===== src/rtl/time_set_controller.sv =====
// time_set_controller
//   Mode/adjust sequencer for the alarm clock digit chains. It debounces the five push-buttons
//   and runs the mode FSM. It gates the clock chain's count enable and issues one-cycle up/down
//   adjust pulses to the clock and alarm hour/minute counters. It also drives the alarm ringing
//   and display-blink flags. All outputs are registered.
// Ports
//   clk, rst                 system clock, synchronous active-high reset
//   btn_c/l/r/u/d            raw button levels (already synchronised)
//   alarm_en, alarm_match    alarm armed; clock time equals alarm time (level)
//   run_en                   count enable for the clock chain, high only in RUN
//   clk_/alm_ hr_/min_ up/dn one-cycle adjust pulses
//   mode                     0 RUN, 1 ADJ_CLK_HR, 2 ADJ_CLK_MIN, 3 ADJ_ALM_HR, 4 ADJ_ALM_MIN
//   blink                    blank phase of the field being adjusted
//   ringing                  alarm sounding
module time_set_controller #(
  parameter int unsigned DEBOUNCE_CYCLES = 4,
  parameter int unsigned BLINK_CYCLES    = 8,
  parameter int unsigned RING_CYCLES     = 20
) (
  input  logic       clk,
  input  logic       rst,
  input  logic       btn_c,
  input  logic       btn_l,
  input  logic       btn_r,
  input  logic       btn_u,
  input  logic       btn_d,
  input  logic       alarm_en,
  input  logic       alarm_match,
  output logic       run_en,
  output logic       clk_hr_up,
  output logic       clk_hr_dn,
  output logic       clk_min_up,
  output logic       clk_min_dn,
  output logic       alm_hr_up,
  output logic       alm_hr_dn,
  output logic       alm_min_up,
  output logic       alm_min_dn,
  output logic [2:0] mode,
  output logic       blink,
  output logic       ringing
);

  localparam int unsigned DbW = $clog2(DEBOUNCE_CYCLES + 1);
  localparam int unsigned BlW = $clog2(BLINK_CYCLES + 1);
  localparam int unsigned RgW = $clog2(RING_CYCLES + 1);
  localparam logic [DbW-1:0] DbLast = DbW'(DEBOUNCE_CYCLES - 1);
  localparam logic [BlW-1:0] BlLast = BlW'(BLINK_CYCLES - 1);
  localparam logic [RgW-1:0] RgLast = RgW'(RING_CYCLES - 1);

  localparam int unsigned BtnC = 0;
  localparam int unsigned BtnL = 1;
  localparam int unsigned BtnR = 2;
  localparam int unsigned BtnU = 3;
  localparam int unsigned BtnD = 4;

  typedef enum logic [2:0] {
    StRun    = 3'd0,
    StClkHr  = 3'd1,
    StClkMin = 3'd2,
    StAlmHr  = 3'd3,
    StAlmMin = 3'd4
  } state_e;

  // ---------------------------------------------------------------- debounce
  logic [4:0]          raw;
  logic [4:0][DbW-1:0] db_cnt_q, db_cnt_d;
  logic [4:0]          acc_q, acc_d;
  logic [4:0]          press_q, press_d;

  assign raw = {btn_d, btn_u, btn_r, btn_l, btn_c};

  always_comb begin
    db_cnt_d = '0;
    acc_d    = acc_q;
    for (int i = 0; i < 5; i++) begin
      if (raw[i] != acc_q[i]) begin
        if (db_cnt_q[i] == DbLast) begin
          acc_d[i] = raw[i];
        end else begin
          db_cnt_d[i] = db_cnt_q[i] + DbW'(1);
        end
      end
    end
    // Registered press pulse: acted on by the FSM one edge after acceptance.
    press_d = acc_d & ~acc_q;
  end

  // ---------------------------------------------------------------- mode FSM
  state_e         state_q, state_d;
  logic [7:0]     pulse_q, pulse_d;
  logic           run_en_q, run_en_d;
  logic [BlW-1:0] blink_cnt_q, blink_cnt_d;
  logic           blink_q, blink_d;
  logic [RgW-1:0] ring_cnt_q, ring_cnt_d;
  logic           ringing_q, ringing_d;
  logic           match_q;
  logic           consumed;
  logic           field_reset;
  logic [1:0]     field_idx;

  always_comb begin
    state_d     = state_q;
    pulse_d     = '0;
    field_reset = 1'b0;
    field_idx   = 2'd0;
    // A press while ringing only silences the alarm.
    consumed    = ringing_q & (|press_q);

    unique case (state_q)
      StClkMin: field_idx = 2'd1;
      StAlmHr:  field_idx = 2'd2;
      StAlmMin: field_idx = 2'd3;
      default:  field_idx = 2'd0;
    endcase

    if (!consumed) begin
      if (press_q[BtnC]) begin
        state_d     = (state_q == StRun) ? StClkHr : StRun;
        field_reset = 1'b1;
      end else if (state_q != StRun) begin
        if (press_q[BtnR]) begin
          field_reset = 1'b1;
          case (state_q)
            StClkHr:  state_d = StClkMin;
            StClkMin: state_d = StAlmHr;
            StAlmHr:  state_d = StAlmMin;
            default:  state_d = StClkHr;
          endcase
        end else if (press_q[BtnL]) begin
          field_reset = 1'b1;
          case (state_q)
            StClkHr:  state_d = StAlmMin;
            StClkMin: state_d = StClkHr;
            StAlmHr:  state_d = StClkMin;
            default:  state_d = StAlmHr;
          endcase
        end else if (press_q[BtnU]) begin
          pulse_d[{field_idx, 1'b0}] = 1'b1;
        end else if (press_q[BtnD]) begin
          pulse_d[{field_idx, 1'b1}] = 1'b1;
        end
      end
    end

    run_en_d = (state_d == StRun);

    blink_cnt_d = blink_cnt_q + BlW'(1);
    blink_d     = blink_q;
    if (state_d == StRun || field_reset) begin
      blink_cnt_d = '0;
      blink_d     = 1'b0;
    end else if (blink_cnt_q == BlLast) begin
      blink_cnt_d = '0;
      blink_d     = ~blink_q;
    end

    ringing_d  = ringing_q;
    ring_cnt_d = ring_cnt_q;
    if (ringing_q) begin
      if (!alarm_en || consumed || ring_cnt_q == RgLast) begin
        ringing_d  = 1'b0;
        ring_cnt_d = '0;
      end else begin
        ring_cnt_d = ring_cnt_q + RgW'(1);
      end
    end else if (alarm_match && !match_q && alarm_en && state_q == StRun) begin
      ringing_d  = 1'b1;
      ring_cnt_d = '0;
    end
  end

  always_ff @(posedge clk) begin
    if (rst) begin
      db_cnt_q    <= '0;
      acc_q       <= '0;
      press_q     <= '0;
      state_q     <= StRun;
      pulse_q     <= '0;
      run_en_q    <= 1'b1;
      blink_cnt_q <= '0;
      blink_q     <= 1'b0;
      ring_cnt_q  <= '0;
      ringing_q   <= 1'b0;
      match_q     <= 1'b0;
    end else begin
      db_cnt_q    <= db_cnt_d;
      acc_q       <= acc_d;
      press_q     <= press_d;
      state_q     <= state_d;
      pulse_q     <= pulse_d;
      run_en_q    <= run_en_d;
      blink_cnt_q <= blink_cnt_d;
      blink_q     <= blink_d;
      ring_cnt_q  <= ring_cnt_d;
      ringing_q   <= ringing_d;
      match_q     <= alarm_match;
    end
  end

  assign mode       = state_q;
  assign run_en     = run_en_q;
  assign clk_hr_up  = pulse_q[0];
  assign clk_hr_dn  = pulse_q[1];
  assign clk_min_up = pulse_q[2];
  assign clk_min_dn = pulse_q[3];
  assign alm_hr_up  = pulse_q[4];
  assign alm_hr_dn  = pulse_q[5];
  assign alm_min_up = pulse_q[6];
  assign alm_min_dn = pulse_q[7];
  assign blink      = blink_q;
  assign ringing    = ringing_q;

endmodule


===== config.mk =====
export PLATFORM = sky130hd
export DESIGN_NAME = time_set_controller
export DESIGN_NICKNAME = d
export VERILOG_FILES = /design/src/rtl/time_set_controller.sv
export SDC_FILE = /design/constraint.sdc
export NUM_CORES = 1
export LEC_CHECK = 0
export BUFFER_PORTS_ARGS = -buffer_cell sky130_fd_sc_hd__buf_2
export CORE_MARGIN = 2
export CORE_UTILIZATION = 31
export DETAILED_ROUTE_END_ITERATION = 8
export MAX_ROUTING_LAYER = met4
export PLACE_DENSITY_LB_ADDON = 0.12
export SLEW_MARGIN = 20
export SYNTH_ARGS = -nofsm -noshare
export SYNTH_HDL_FRONTEND = slang
export SYNTH_SLANG_ARGS = --single-unit

===== constraint.sdc =====
create_clock -name clk -period 3.6 [get_ports clk]
set_clock_uncertainty 0.1 [all_clocks]
set_input_delay 0.18 -clock clk [delete_from_list [all_inputs] [get_ports clk]]
set_output_delay 0.18 -clock clk [all_outputs]
set_load 0.005 [all_outputs]

Word level (Yosys, flattened, before mapping)

Index checks and enable logic that the tools add are counted.

Add/sub/neg operators: 7
Multiply operators: 0
Divide/modulo/power cells: 0
$lt $le $gt $ge: 4
Eq/ne operators: 16
Shifts and indexed selects: 0
Multiplexer cells: 36
Bitwise operators: 11
Reduce and logical (&&, ||, !) cells: 24

Operators with widths:

| operator                                                                            | count |
|---|---|
| 3-bit by 2-bit equality test with 1-bit output, second input constant               | 7 |
| 1-bit 2-to-1 mux                                                                    | 21 |
| 3-bit case mux with 3 select lines                                                  | 2 |
| 3-bit OR reduction                                                                  | 6 |
| 3-bit by 1-bit adder with 3-bit output, second input constant                       | 5 |
| 3-bit 2-to-1 mux                                                                    | 5 |
| 5-bit 2-to-1 mux                                                                    | 3 |
| 3-bit by 4-bit < comparator with 1-bit output, second input constant                | 2 |
| 1-bit NOT                                                                           | 8 |
| 8-bit OR reduction                                                                  | 1 |
| 7-bit 2-to-1 mux                                                                    | 1 |
| 3-bit by 1-bit greater-or-equal comparator with 1-bit output, second input constant | 2 |
| 3-bit logical NOT                                                                   | 2 |
| 6-bit 2-to-1 mux                                                                    | 1 |
| 2-bit case mux with 3 select lines                                                  | 1 |
| 6-bit OR reduction                                                                  | 1 |
| 5-bit by 1-bit adder with 5-bit output, second input constant                       | 1 |
| 5-bit bitwise AND                                                                   | 1 |
| 5-bit equality test, second input constant                                          | 1 |
| 1-bit logical AND                                                                   | 5 |
| 1-bit != test                                                                       | 5 |
| 5-bit NOT                                                                           | 1 |
| 5-bit OR reduction                                                                  | 1 |
| 4-bit by 1-bit adder with 4-bit output, second input constant                       | 1 |
| other kinds (10)                                                                    | 14 |

Register bits after elaboration: 49
Latch bits: 0
Bits in writable memories: 0
ROM bits: 0
Input port bits: 9
Output and inout port bits: 14
Logic and storage cells: 114
Memories kept: 0

Logic depth before layout (Yosys ltp)

Word-level depth: 10
Gate-level depth with buffers: 6
Mapped depth without buffers: 6

Least setup slack after synthesis

Ideal clock, no wire load.

Kind: register to register
From: register state_q[2] (netlist: mode[2])
To: register ring_cnt_q[3]
Setup time: 0.132 ns
Arrival time: 1.456 ns
Required time: 3.368 ns
Setup slack: 1.912 ns
Cell stages (with the launch flop): 7
Path buffers: 1
Clock period less this slack: 1.688 ns
Cell sequence: dfxtp_1 -> clkbuf_1 -> or3_1 -> nor3_1 -> nor2_1 -> o21ai_0 -> a21oi_1

Cells in the longest elaborated chain, start to end: 3

RTL lines:

| element                             | RTL line | text |
|---|---|---|
| start, declared                     | 89       | `state_e state_q, state_d;` |
| start signal, assigned              | 177      | `state_q <= StRun;` |
| start signal, assigned              | 189      | `state_q <= state_d;` |
| 3-bit logical NOT                   | 166      | `end else if (alarm_match && !match_q && alarm_en && state_q == StRun) begin` |
| 1-bit logical AND                   | 166      |  |
| 2-bit nonzero test (no source line) | --       |  |
| end signal, assigned                | 194      | `ring_cnt_q <= ring_cnt_d;` |
| end, declared                       | 94       | `logic [RgW-1:0] ring_cnt_q, ring_cnt_d;` |

Every way passes these cells.
A chain may end at the register's enable or synchronous reset.

Final worst setup path

From: register state_q[1] (netlist: mode[1])
To: register run_en_q (netlist: run_en)

Cells in the longest elaborated chain, start to end: 8
Elaborated cells between the ends (all ways): 14
Those cells by class: eq/ne (3); mux (8); reduce/logical (3)

RTL lines:

| element                                                                                                          | RTL line | text |
|---|---|---|
| 3-bit by 2-bit equality test with 1-bit output or 3-bit by 1-bit equality test with 1-bit output (tied branches) | 123, 131 |  |
| 3-bit case mux with 3 select lines                                                                               | 131      | `case (state_q)` |
| 3-bit 2-to-1 mux                                                                                                 | 129      | `end else if (press_q[BtnL]) begin` |
| 3-bit 2-to-1 mux                                                                                                 | 121      | `if (press_q[BtnR]) begin` |
| 3-bit 2-to-1 mux                                                                                                 | 120      | `end else if (state_q != StRun) begin` |
| 3-bit 2-to-1 mux                                                                                                 | 117      | `if (press_q[BtnC]) begin` |
| 3-bit 2-to-1 mux *                                                                                               | 116      | `if (!consumed) begin` |
| 3-bit logical NOT *                                                                                              | 145      | `run_en_d = (state_d == StRun);` |
| end signal, assigned                                                                                             | 191      | `run_en_q <= run_en_d;` |
| end, declared                                                                                                    | 91       | `logic run_en_q, run_en_d;` |

Mark *: on every way between the ends. The rest lies on a longest branch, timed or not.

==> results.yml <==
finish:
  area_growth_pct: 14.9
  multi_input_area_um2: 933
  regArea_um2: 981
  drive_gt1_share_pct: 14.7
  fillers: 678
  diodes: 0
  num-nets-final: 258
synth:
  yosysSeqAreaShare_pct: 49.0
  synthFlopType: "dfxtp_1"
  synth_compound_area_share_pct: 9.63
  synth.area.top_cells: "dfxtp_1, ha_1, nor2_1"
  async_flop_share_pct: 0
  synthAdderAreaFrac_pct: 7.50
  syn_nets: 235
  yosysTopAreaCell: "dfxtp_1"
  synth_mux_area_share_pct: 3.50
  synth_top_family_by_area: "simple AND/OR/NAND/NOR gates"
  syn_area_mm2: 0.00200
  synth_cell_types: 34
  synth.most_common_cell: "dfxtp_1"
  synth_edf_count: 0
  synthXorXnorAreaFrac_pct: 3.94
  synthSimpleGateAreaFrac_pct: 22.1
  synthTopCellsByCount: "dfxtp_1, nor2_1, inv_1"
  synth-warning-count: 0
  synth_top_area_share_pct: 49.0
  syn-instance-count: 214
  syn_area_per_cell_um2: 9.35
  ys_ff_latch: 49
worst_setup_path:
  cpPeakStageDelay_ns: 0.64
  crit_type: "register to register"
  r2r-start: "mode[1]"
  cp_slowest_cell: "dfxtp_1"
  worstPathMaxFanout: 13
  critPathLaunch: "mode[1]"
  cp-end-kind: "register"
  cp-start-kind: "register"
  path_cells: "a211oi_1, o41ai_1, a21oi_2, and2_1"
  cp.arrival_ns: 2.06
  required_ns: 3.70
timing:
  fin_crit_sh_pct: 54.4
  hold_viol: 0
  max_freq_ghz: 0.510
  tightest_slew_ns: 0.557
  rsz0062_at_grt: "false"
  maxSlewHeadroom_pct: 62.4
  finalSetupTns_ns: 0
  report.final.slew_viol_count: 0
  setup_viol: 0
  period_minus_slack_ns: 1.96
cts:
  clk_latency_ns: 0.30
  cts_buffer_depth: 2
  clockRootBuffer: "clkbuf_8"
  clk_pin_slew_worst_paths_ns: 0.08
  h-tree-depth: 2
  clock_sinks: 49
  cts_buffers: 5
  cts_tree: "done"
detailed_routing:
  firstDrtPassIters: 4
  totalWireLength_mm: 3.33
  drt_iter0_drc: 58
  drc: 0
  wl_per_cell_um: 10.6
  vias: 1436
  vias_per_cell: 4.56
  detail-route-antenna-nets: 0
global_routing:
  grt_pass1_vias: 1330
  grt_max_degree: 26
  grt_overflow_total: 0
  grt_pass1_wl_mm: 5.92
  antenna_found_initial: 0
  grt_use_total_pct: 10.8
flow_run:
  drv_cap: 0
placement:
  hpwl_mm: 2.42
  place.gp.congestion: 0.757
  port_buffers: 22
floorplanning:
  die_h_um: 84.4
  rows: 29
  fp.dieArea_mm2: 0.00712
  core_area_mm2: 0.00631
  die_x_um: 84.4
  initial_core_util_pct: 31.7
  pin_count: 23
outcome:
  status: "finished clean"
min_path:
  holdCritPathClass: "input pin to register"
  holdCritStartpoint: "btn_r"
power:
  p_leak_uw: 0.000924
  pwr_density_cell_mw_per_mm2: 433
  irDropWorstVdd_v: 0.000161
  total_power_uw: 996
## worst paths after layout
kind	end	slack (ns)	cells after the start
worst max-delay path	run_en	1.64	4
worst max register to register	run_en	1.64	4
worst min-delay path	acc_q[2]	0.07	3
worst min register to register	db_cnt_q[3]	0.33	1
## sequential cells by signal, indices dropped and copies added, names as in the netlist
name         count
blink_cnt_q      4
mode             3
press_q          5
blink            1
db_cnt_q        15
ringing          1
ring_cnt_q       5
match_q          1
run_en           1
acc_q            5
pulse_q          8
## report_power, final
| group | switching, uW | internal (uW) | total (uW) |
|---|---|---|---|
| Combinational | 21.9 | 17.9 | 39.8 |
| Clock | 173 | 226 | 399 |
| Sequential | 6.27 | 550 | 557 |
| Total | 201 | 795 | 996 |
## layer usage
layer / wire length (um) / global-route usage (%) / vias up
li1: - / - / 769
met1: 1680 / 13.7 / 640
met2: 1430 / 15.5 / 22
met3: 163 / 3.93 / 5
met4: 60 / 4.33 / 0
met5: 0 / - / -
## worst max-delay path, delay by kind of cell, from the launching register on
family | cells | cell delay, ns
compound gates | 3 | 0.92
flops | 1 | 0.64
simple gates | 1 | 0.19
## per-stage QoR
step | area (um2) | cells | utilization (%) | setup WS, ns | hold slack [ns]
after CTS | 2300 | 315 | 36.4 | 1.65 | 0.0596
after floorplan | 2000 | 214 | - | 1.91 | 0.208
after detailed placement | 2170 | 306 | 34.4 | 1.67 | 0.312
final | 2300 | 315 | 36.4 | 1.64 | 0.0702
after global routing | 2300 | 315 | 36.4 | 1.52 | 0.0618
after global placement | 2170 | 306 | 34.4 | 1.65 | 0.308
## cell type report
| type | count | area share [%] |
|---|---|---|
| Clock buffer | 7 | 3.75 |
| Sequential cell | 49 | 42.7 |
| Tap cell | 77 | 4.19 |
| Multi-Input combinational cell | 144 | 40.6 |
| Timing Repair Buffer | 23 | 5.22 |
| Inverter | 14 | 2.29 |
| Clock inverter | 1 | 1.31 |
## cells by family (layout without fill, tap and decap cells)
kind of cell,count (synthesis),count (layout)
xor+xnor,9,9
compound gates,27,27
simple gates,89,89
fa+ha+maj,12,12
mux,7,7
flops,49,49
buf+inv,21,45
## repair_timing
item / in CTS / in global routing
hold buffers: 1 / 0
hold endpoints to repair: 1 / 0
resized for setup: 0 / 0
buffers inserted: 0 / 0
## cell usage in the layout, fill, tap and decap left out, types with 2 or more instances in the layout
cell	synthesis	layout
a21oi_1	13	13
and2_1	3	3
buf_2	1	22
clkbuf_8	0	6
dfxtp_1	49	49
ha_1	12	12
inv_1	14	14
mux2i_1	7	7
nand2_1	6	6
nand2b_1	2	2
nand3_1	6	6
nand3b_1	6	6
nor2_1	38	38
nor2b_1	5	5
nor3_1	8	8
o21ai_0	4	4
o21ai_1	2	2
or3_1	10	10
xnor2_1	8	8
Power figures use the tool's default switching activity.
